### config.mk
export PLATFORM = sky130hd
export DESIGN_NAME = serial_mac_accumulator_flat
export DESIGN_NICKNAME = d
export VERILOG_FILES = /design/src/rtl/serial_mac_if.sv /design/src/rtl/serial_mac_accumulator.sv /design/src/flat_wrapper.sv
export SDC_FILE = /design/constraint.sdc
export NUM_CORES = 1
export LEC_CHECK = 0
export ABC_AREA = 1
export CAP_MARGIN = 0
export CORE_UTILIZATION = 45
export CTS_BUF_LIST = sky130_fd_sc_hd__clkbuf_4
export CTS_CLUSTER_DIAMETER = 30
export DETAILED_ROUTE_END_ITERATION = 8
export PLACE_DENSITY = 0.72
export SETUP_SLACK_MARGIN = 0.02
export SLEW_MARGIN = 20
export SYNTH_ARGS = -nofsm -noshare
export SYNTH_HDL_FRONTEND = slang
export SYNTH_SLANG_ARGS = --single-unit
export TNS_END_PERCENT = 20
### constraint.sdc
create_clock -name clk -period 1.8 [get_ports clk]
set_input_delay 0.27 -clock clk [delete_from_list [all_inputs] [get_ports clk]]
set_output_delay 0.27 -clock clk [all_outputs]
set_load 0.01 [all_outputs]
### src/rtl/serial_mac_if.sv
// Operand/result bus for serial_mac_accumulator: one valid/ready channel in, one out.
// Both channels: a transfer occurs on a rising edge where valid & ready are both high;
// a source holds its payload stable while valid is high and ready is low.
interface serial_mac_if #(
    parameter int OPW   = 4,
    parameter int ACC_W = 8
);
    logic             in_valid;
    logic             in_ready;
    logic [OPW-1:0]   in_a;
    logic [OPW-1:0]   in_b;
    logic             out_valid;
    logic             out_ready;
    logic [ACC_W-1:0] out_sum;
    logic             out_ovf;

    modport master (
        output in_valid, in_a, in_b, out_ready,
        input  in_ready, out_valid, out_sum, out_ovf
    );

    modport slave (
        input  in_valid, in_a, in_b, out_ready,
        output in_ready, out_valid, out_sum, out_ovf
    );
endinterface

### src/rtl/serial_mac_accumulator.sv
// Serial multiply-accumulate: one registered multiplier feeding one wrap-around adder,
// summing COUNT operand products per run and holding the result until accepted.
module serial_mac_accumulator #(
    parameter int OPW   = 4,
    parameter int ACC_W = 8,
    parameter int COUNT = 128
) (
    input  logic         clk,
    input  logic         rst_n,
    input  logic         start,
    serial_mac_if.slave  bus,
    output logic         busy,
    output logic [1:0]   dbg_state
);
    localparam int          PW   = 2 * OPW;
    localparam logic [15:0] LAST = 16'(COUNT - 1);

    typedef enum logic [1:0] {
        IDLE  = 2'd0,
        ACCUM = 2'd1,
        DRAIN = 2'd2,
        DONE  = 2'd3
    } state_t;

    state_t           state;
    state_t           state_n;
    logic             clear;
    logic             accept;
    logic [PW-1:0]    prod_r;
    logic             prod_v;
    logic [ACC_W-1:0] prod_ext;
    logic             trunc_nz;
    logic [ACC_W-1:0] acc;
    logic [ACC_W:0]   sum;
    logic             ovf;
    logic [15:0]      count;

    // Narrow accumulators drop the product's upper bits; losing a nonzero bit is an overflow too.
    generate
        if (PW > ACC_W) begin : g_trunc
            assign prod_ext = prod_r[ACC_W-1:0];
            assign trunc_nz = |prod_r[PW-1:ACC_W];
        end else begin : g_ext
            assign prod_ext = ACC_W'(prod_r);
            assign trunc_nz = 1'b0;
        end
    endgenerate

    assign sum = {1'b0, acc} + {1'b0, prod_ext};

    always_ff @(posedge clk or negedge rst_n) begin
        if (!rst_n) begin
            state <= IDLE;
        end else begin
            state <= state_n;
        end
    end

    always_comb begin
        state_n = state;
        clear   = 1'b0;
        accept  = 1'b0;
        case (state)
            IDLE: begin
                if (start) begin
                    clear   = 1'b1;
                    state_n = ACCUM;
                end
            end
            ACCUM: begin
                if (bus.in_valid) begin
                    accept = 1'b1;
                    if (count == LAST) begin
                        state_n = DRAIN;
                    end
                end
            end
            DRAIN: begin
                state_n = DONE;
            end
            DONE: begin
                if (bus.out_ready) begin
                    if (start) begin
                        clear   = 1'b1;
                        state_n = ACCUM;
                    end else begin
                        state_n = IDLE;
                    end
                end
            end
            default: begin
                state_n = IDLE;
            end
        endcase
    end

    // The product registered on an accepting edge is folded into acc on the following edge,
    // which is why the last beat needs the DRAIN cycle before the result is complete.
    always_ff @(posedge clk or negedge rst_n) begin
        if (!rst_n) begin
            acc    <= '0;
            ovf    <= 1'b0;
            count  <= '0;
            prod_r <= '0;
            prod_v <= 1'b0;
        end else if (clear) begin
            acc    <= '0;
            ovf    <= 1'b0;
            count  <= '0;
            prod_v <= 1'b0;
        end else begin
            if (prod_v) begin
                acc <= sum[ACC_W-1:0];
                if (sum[ACC_W] || trunc_nz) begin
                    ovf <= 1'b1;
                end
            end
            prod_v <= accept;
            if (accept) begin
                prod_r <= PW'(bus.in_a) * PW'(bus.in_b);
                count  <= count + 16'd1;
            end
        end
    end

    assign bus.in_ready  = (state == ACCUM);
    assign bus.out_valid = (state == DONE);
    assign bus.out_sum   = acc;
    assign bus.out_ovf   = ovf;
    assign busy          = (state != IDLE);
    assign dbg_state     = state;
endmodule

### src/flat_wrapper.sv
// flat-port wrapper written by rule: the top's interface ports become plain ports
module serial_mac_accumulator_flat 
#(
    parameter int OPW   = 4,
    parameter int ACC_W = 8,
    parameter int COUNT = 128
)
  (clk, rst_n, start, busy, dbg_state, bus_in_valid, bus_in_a, bus_in_b, bus_out_ready, bus_in_ready, bus_out_valid, bus_out_sum, bus_out_ovf);
  serial_mac_if #(.OPW(OPW), .ACC_W(ACC_W)) bus_i ();
  input  logic clk;
  input  logic rst_n;
  input  logic start;
  output logic busy;
  output logic [1:0] dbg_state;
  input wire logic [$bits(bus_i.in_valid)-1:0] bus_in_valid;
  input wire logic [$bits(bus_i.in_a)-1:0] bus_in_a;
  input wire logic [$bits(bus_i.in_b)-1:0] bus_in_b;
  input wire logic [$bits(bus_i.out_ready)-1:0] bus_out_ready;
  output wire logic [$bits(bus_i.in_ready)-1:0] bus_in_ready;
  output wire logic [$bits(bus_i.out_valid)-1:0] bus_out_valid;
  output wire logic [$bits(bus_i.out_sum)-1:0] bus_out_sum;
  output wire logic [$bits(bus_i.out_ovf)-1:0] bus_out_ovf;
  assign bus_i.in_valid = bus_in_valid;
  assign bus_i.in_a = bus_in_a;
  assign bus_i.in_b = bus_in_b;
  assign bus_i.out_ready = bus_out_ready;
  assign bus_in_ready = bus_i.in_ready;
  assign bus_out_valid = bus_i.out_valid;
  assign bus_out_sum = bus_i.out_sum;
  assign bus_out_ovf = bus_i.out_ovf;
  serial_mac_accumulator #(.OPW(OPW), .ACC_W(ACC_W), .COUNT(COUNT)) u_core (.clk(clk), .rst_n(rst_n), .start(start), .bus(bus_i), .busy(busy), .dbg_state(dbg_state));
endmodule
Word level (Yosys, flattened, before mapping)

Index checks and enable logic that the tools add are counted.

Register bits: 36
Output and inout bits: 14

Reduce and logical (&&, ||, !) cells: 8
$mul: 1
Bitwise operators: 1
Multiplexer cells: 19
Add/subtract/negate cells: 2
Equal/unequal tests: 8

Operators with widths:

| cell                    | number |
|---|---|
| $mux W16                | 2 |
| $add A16 B1 Y16 const B | 1 |
| $eq A16 B7 Y1 const B   | 1 |
| $mux W8                 | 2 |
| $add A8 B8 Y9           | 1 |
| $mux W1                 | 9 |
| $mul A4 B4 Y8           | 1 |
| $mux W2                 | 4 |
| $pmux W2 S4             | 1 |
| $reduce_bool A2 Y1      | 4 |
| $ne A2 B2 Y1 const B    | 3 |
| $eq A2 B2 Y1 const B    | 2 |
| $reduce_and A2 Y1       | 2 |
| $reduce_and A4 Y1       | 1 |
| $eq A2 B1 Y1 const B    | 1 |
| $logic_not A2 Y1        | 1 |
| $ne A2 B1 Y1 const B    | 1 |
| $pmux W1 S2             | 1 |
| $not A1 Y1              | 1 |

Logic depth before layout (Yosys ltp)

Word-level depth: 5
Depth in mapped cells: 12
Mapped depth without buffers: 12

Worst setup path before layout

Ideal clock, no wire load.

Path type: input -> register
Start: input bus_in_a[0]
End: register u_core.prod_r[6] (netlist: u_core.prod_ext[6])
Path buffers: 0
Arrival time: 2.213 ns
Required time: 1.682 ns
Library setup time: 0.118 ns
Setup slack: -0.531 ns
Cell stages on the path: 9
Path through: nand2_1 fa_1 inv_1 fa_1 fa_1 nand3_1 a21oi_1 nor2_1 nor2_2

Word-level cells in the longest chain between the ends: 1

RTL lines:

| item                 | line                          | text |
|---|---|---|
| start, declared      | flat_wrapper.sv:16            | `input wire logic [$bits(bus_i.in_a)-1:0] bus_in_a;` |
| $mul A4 B4 Y8        | serial_mac_accumulator.sv:120 | `prod_r <= PW'(bus.in_a) * PW'(bus.in_b);` |
| end signal, assigned | serial_mac_accumulator.sv:120 |  |
| end, declared        | serial_mac_accumulator.sv:29  | `logic [PW-1:0] prod_r;` |

No other way between the ends.
A chain may end at the register's enable or synchronous reset.

Worst setup path after layout

Start: input bus_in_a[2]
End: register u_core.prod_r[6] (netlist: u_core.prod_ext[6])

The elaborated chain is that of the path after synthesis.

==> impl_metrics.tcl <==
set metrics [dict create \
    cts.htree.levels 2 \
    worst-slew-pin-transition_ns 0.455 \
    worstHoldPathType "in2reg" \
    post_layout_power_mw 3.64 \
    clk_latency_ns 0.35 \
    endpoint_required_time_on_the_critical_path_ns 2.05 \
    mappedNetlistNets 412 \
    violations_in_the_final_reports "setup timing" \
    min_period_over_period 1.09 \
    clk_pin_slew_worst_paths_ns 0.11 \
    synth_largest_type_area_fraction 0.335 \
    cp_data_arrival_time_ns 2.21 \
    initial_utilization 0.476 \
    timing.final.hold_violations 0 \
    crit_start_category "input pin" \
    num-nets-final 462 \
    antenna-diode-count 0 \
    yosysUniqueCellTypes 31 \
    postRouteWirelength_um 5700 \
    post_layout_nonfiller_instances 492 \
    initial_antenna_violation_count 0 \
    core_region_area_um2 5640 \
    drc 0 \
    seq_cells_post_synth 36 \
    largest_area_contributor_in_the_netlist "sky130_fd_sc_hd__dfrtp_1" \
    antenna_viol_nets_final 0 \
    vertical_die_dimension_um 79.3 \
    status "finished with violations" \
    dp.final_hpwl_um 4290 \
    netlist_instances 369 \
    grt_max_degree 37 \
    syn_to_final_growth_pct 25.2 \
    vias 2393 \
    io-pin-count 27 \
    slew-limit-headroom 0.696 \
    first_global_vias 2407 \
    report.final.setup_viol 5 \
    grt_overflow 0 \
    port_buffers 26 \
    tritoncts_clock_tree "done" \
    routabilityCongestion 0.875 \
    period_needed_ns 1.96 \
    placementRows 27 \
    syn_area_per_cell_um2 7.28 \
    first_pass_grt_wire_length_um 10000 \
    yosysSeqAreaShare 0.335 \
    numCtsBuffers 5 \
    timing_worst_setup_path_type "in2reg" \
    power_density_nw_per_um2 1080 \
    area_of_the_die_um2 6290 \
    cts.sinks 36 \
    final-max-slew-violation-count 0 \
    synth.cell_area_um2 2690 \
    synth_area_leaders "sky130_fd_sc_hd__dfrtp_1 34%, sky130_fd_sc_hd__nand2_1 18%, sky130_fd_sc_hd__ha_1 12%" \
    drt_first_pass_iters 5 \
    fin_worst_skew_ns 0.0240 \
    post_drt_via_cell_ratio 4.86 \
    cts_max_path_buffers 2 \
    fmax_mhz 511 \
    timing.critical_path.fanout_max 2 \
    die_w_um 79.3 \
    cts_root_buf "sky130_fd_sc_hd__clkbuf_4" \
    ys.warnings.count 0 \
    power.static_leakage_nw 1.81 \
    layout_setup_ws_ns -0.157 \
    setup_repair_after_global_routing_missed_its_margin "true" \
    layout-drive-gt1-share 0.179 \
    place_inst 482 \
    max_cap_violations 0 \
    drt_iter0_markers 80 \
    endpoint_kind "flop" \
    irDropWorstVdd_mv 0.737 \
    grt_usage 0.201 \
    drt-wirelength-per-cell_um 11.6 \
]
==> critical path, stage by stage <==
cell,delay [ns]
sky130_fd_sc_hd__buf_8,0.09
sky130_fd_sc_hd__nand2_8,0.04
sky130_fd_sc_hd__fa_1,0.52
sky130_fd_sc_hd__inv_1,0.05
sky130_fd_sc_hd__fa_2,0.47
sky130_fd_sc_hd__fa_2,0.43
sky130_fd_sc_hd__nand3_2,0.09
sky130_fd_sc_hd__a21oi_1,0.07
sky130_fd_sc_hd__nor2_1,0.14
sky130_fd_sc_hd__nor2_2,0.04
==> layout by cell type, fill, tap and decap left out, types with 2 or more instances in the layout <==
| cell type | n |
|---|---|
| sky130_fd_sc_hd__inv_1 | 54 |
| sky130_fd_sc_hd__nand3b_1 | 3 |
| sky130_fd_sc_hd__nand4_1 | 8 |
| sky130_fd_sc_hd__nand2_2 | 7 |
| sky130_fd_sc_hd__inv_2 | 7 |
| sky130_fd_sc_hd__nand3_2 | 5 |
| sky130_fd_sc_hd__buf_8 | 2 |
| sky130_fd_sc_hd__o21ai_0 | 6 |
| sky130_fd_sc_hd__fa_2 | 3 |
| sky130_fd_sc_hd__ha_1 | 17 |
| sky130_fd_sc_hd__clkbuf_4 | 6 |
| sky130_fd_sc_hd__nand3_1 | 21 |
| sky130_fd_sc_hd__clkdlybuf4s50_1 | 15 |
| sky130_fd_sc_hd__buf_2 | 2 |
| sky130_fd_sc_hd__nor2_1 | 22 |
| sky130_fd_sc_hd__clkdlybuf4s15_1 | 2 |
| sky130_fd_sc_hd__o21ai_1 | 9 |
| sky130_fd_sc_hd__a21oi_1 | 14 |
| sky130_fd_sc_hd__dfrtp_1 | 35 |
| sky130_fd_sc_hd__fa_1 | 2 |
| sky130_fd_sc_hd__ha_4 | 7 |
| sky130_fd_sc_hd__nor3_1 | 3 |
| sky130_fd_sc_hd__nand2_1 | 122 |
| sky130_fd_sc_hd__nor2_4 | 5 |
| sky130_fd_sc_hd__dlygate4sd2_1 | 2 |
| sky130_fd_sc_hd__buf_6 | 3 |
| sky130_fd_sc_hd__buf_4 | 18 |
| sky130_fd_sc_hd__nand2_4 | 2 |
==> timing repair <==
action,CTS,global route
hold buffers,1,0
hold endpoints to repair,36,0
pin swaps,17,18
setup buffers,1,0
resized for setup,46,19
endpoints found under the setup margin,8,8
==> layout make-up <==
class                      count  area (um^2)
clock inverter                 2         11.3
multi-input combinational    269         1680
timing repair buffer          45          407
tap                           72         90.1
inverter                      62          235
fill                         531         2280
sequential                    36          902
clock buffer                   6         45.0
==> state kept, by name (all words and copies together) (netlist names) <==
| register | cells |
|---|---|
| u_core.bus.out_sum | 8 |
| u_core.bus.out_ovf | 1 |
| u_core.dbg_state | 2 |
| u_core.prod_ext | 8 |
| u_core.prod_v | 1 |
| u_core.count | 16 |
==> kinds of logic after synthesis <==
kind of cell | after synthesis | share of synthesized area
AO/OA/AOI/OAI | 33 | 0.0643
XOR/XNOR | 2 | 0.00652
buffers and inverters | 64 | 0.0968
AND/OR/NAND/NOR | 204 | 0.344
adder cells (fa/ha/maj) | 30 | 0.154
flip-flops | 36 | 0.335
==> cells in the mapped netlist <==
library cell               instances
sky130_fd_sc_hd__ha_1             25
sky130_fd_sc_hd__a21oi_1          14
sky130_fd_sc_hd__nor3_2            1
sky130_fd_sc_hd__xor2_1            1
sky130_fd_sc_hd__nand4_1           8
sky130_fd_sc_hd__fa_1              5
sky130_fd_sc_hd__nand3_4           1
sky130_fd_sc_hd__buf_6             1
sky130_fd_sc_hd__o22ai_1           1
sky130_fd_sc_hd__dfrtp_1          36
sky130_fd_sc_hd__inv_1            56
sky130_fd_sc_hd__nor2_4            5
sky130_fd_sc_hd__nand2_1         129
sky130_fd_sc_hd__inv_4             1
sky130_fd_sc_hd__nand3b_1          3
sky130_fd_sc_hd__and3b_1           1
sky130_fd_sc_hd__nand3_1          23
sky130_fd_sc_hd__clkbuf_8          1
sky130_fd_sc_hd__nor2_2            1
sky130_fd_sc_hd__nor3_1            3
sky130_fd_sc_hd__nor2_1           22
sky130_fd_sc_hd__o211ai_1          1
sky130_fd_sc_hd__nand3_2           3
sky130_fd_sc_hd__nand2_2           3
sky130_fd_sc_hd__a31oi_1           1
sky130_fd_sc_hd__a211oi_1          1
sky130_fd_sc_hd__o21ai_0           7
sky130_fd_sc_hd__or2_0             1
sky130_fd_sc_hd__o21ai_1           8
sky130_fd_sc_hd__inv_2             5
sky130_fd_sc_hd__xnor2_1           1
==> path summary, 6_finish.rpt <==
| path | from | end | slack, ns | cells past startpoint |
|---|---|---|---|---|
| worst max-delay path | bus_in_a[2] | u_core.prod_ext[6] | -0.16 | 10 |
| worst min-delay path | bus_in_a[0] | u_core.prod_ext[0] | 0.29 | 4 |
| worst max register to register | u_core.dbg_state[0] | u_core.prod_ext[6] | 0.13 | 9 |
| worst min register to register | u_core.prod_ext[2] | u_core.prod_ext[2] | 0.50 | 2 |
| max in group asynchronous | rst_n | u_core.count[12] | 0.98 | 3 |
| min in group asynchronous | rst_n | u_core.dbg_state[0] | 0.48 | 3 |
==> through the flow <==
step | setup TNS (ns) | setup WS [ns] | util | cell area (um^2) | hold WS [ns]
global placement | -5.17 | -1.03 | 0.559 | 3150 | 0.337
finish | -0.499 | -0.157 | 0.597 | 3370 | 0.294
global route | -0.794 | -0.225 | 0.597 | 3370 | 0.316
CTS | -0.514 | -0.167 | 0.582 | 3280 | 0.281
detailed placement | -5.42 | -1.09 | 0.559 | 3150 | 0.340
floorplan | -1.46 | -0.370 | - | 2710 | -0.0256
==> metal layers <==
layer	share of wire	GRT usage	up-vias
met5	0	0	-
met4	0.019	0.0764	0
met3	0.023	0.0287	10
met2	0.51	0.371	40
met1	0.45	0.232	1080
li1	-	-	1263
==> power by group <==
part | leakage (nW) | switching, mW | internal (mW) | total, mW
clock network | 0.0293 | 0.279 | 0.164 | 0.442
registers | 0.480 | 0.193 | 1.03 | 1.22
logic | 1.30 | 1.10 | 0.870 | 1.97
total | 1.81 | 1.57 | 2.07 | 3.64
No activity file was read; power rests on OpenSTA's default activity.
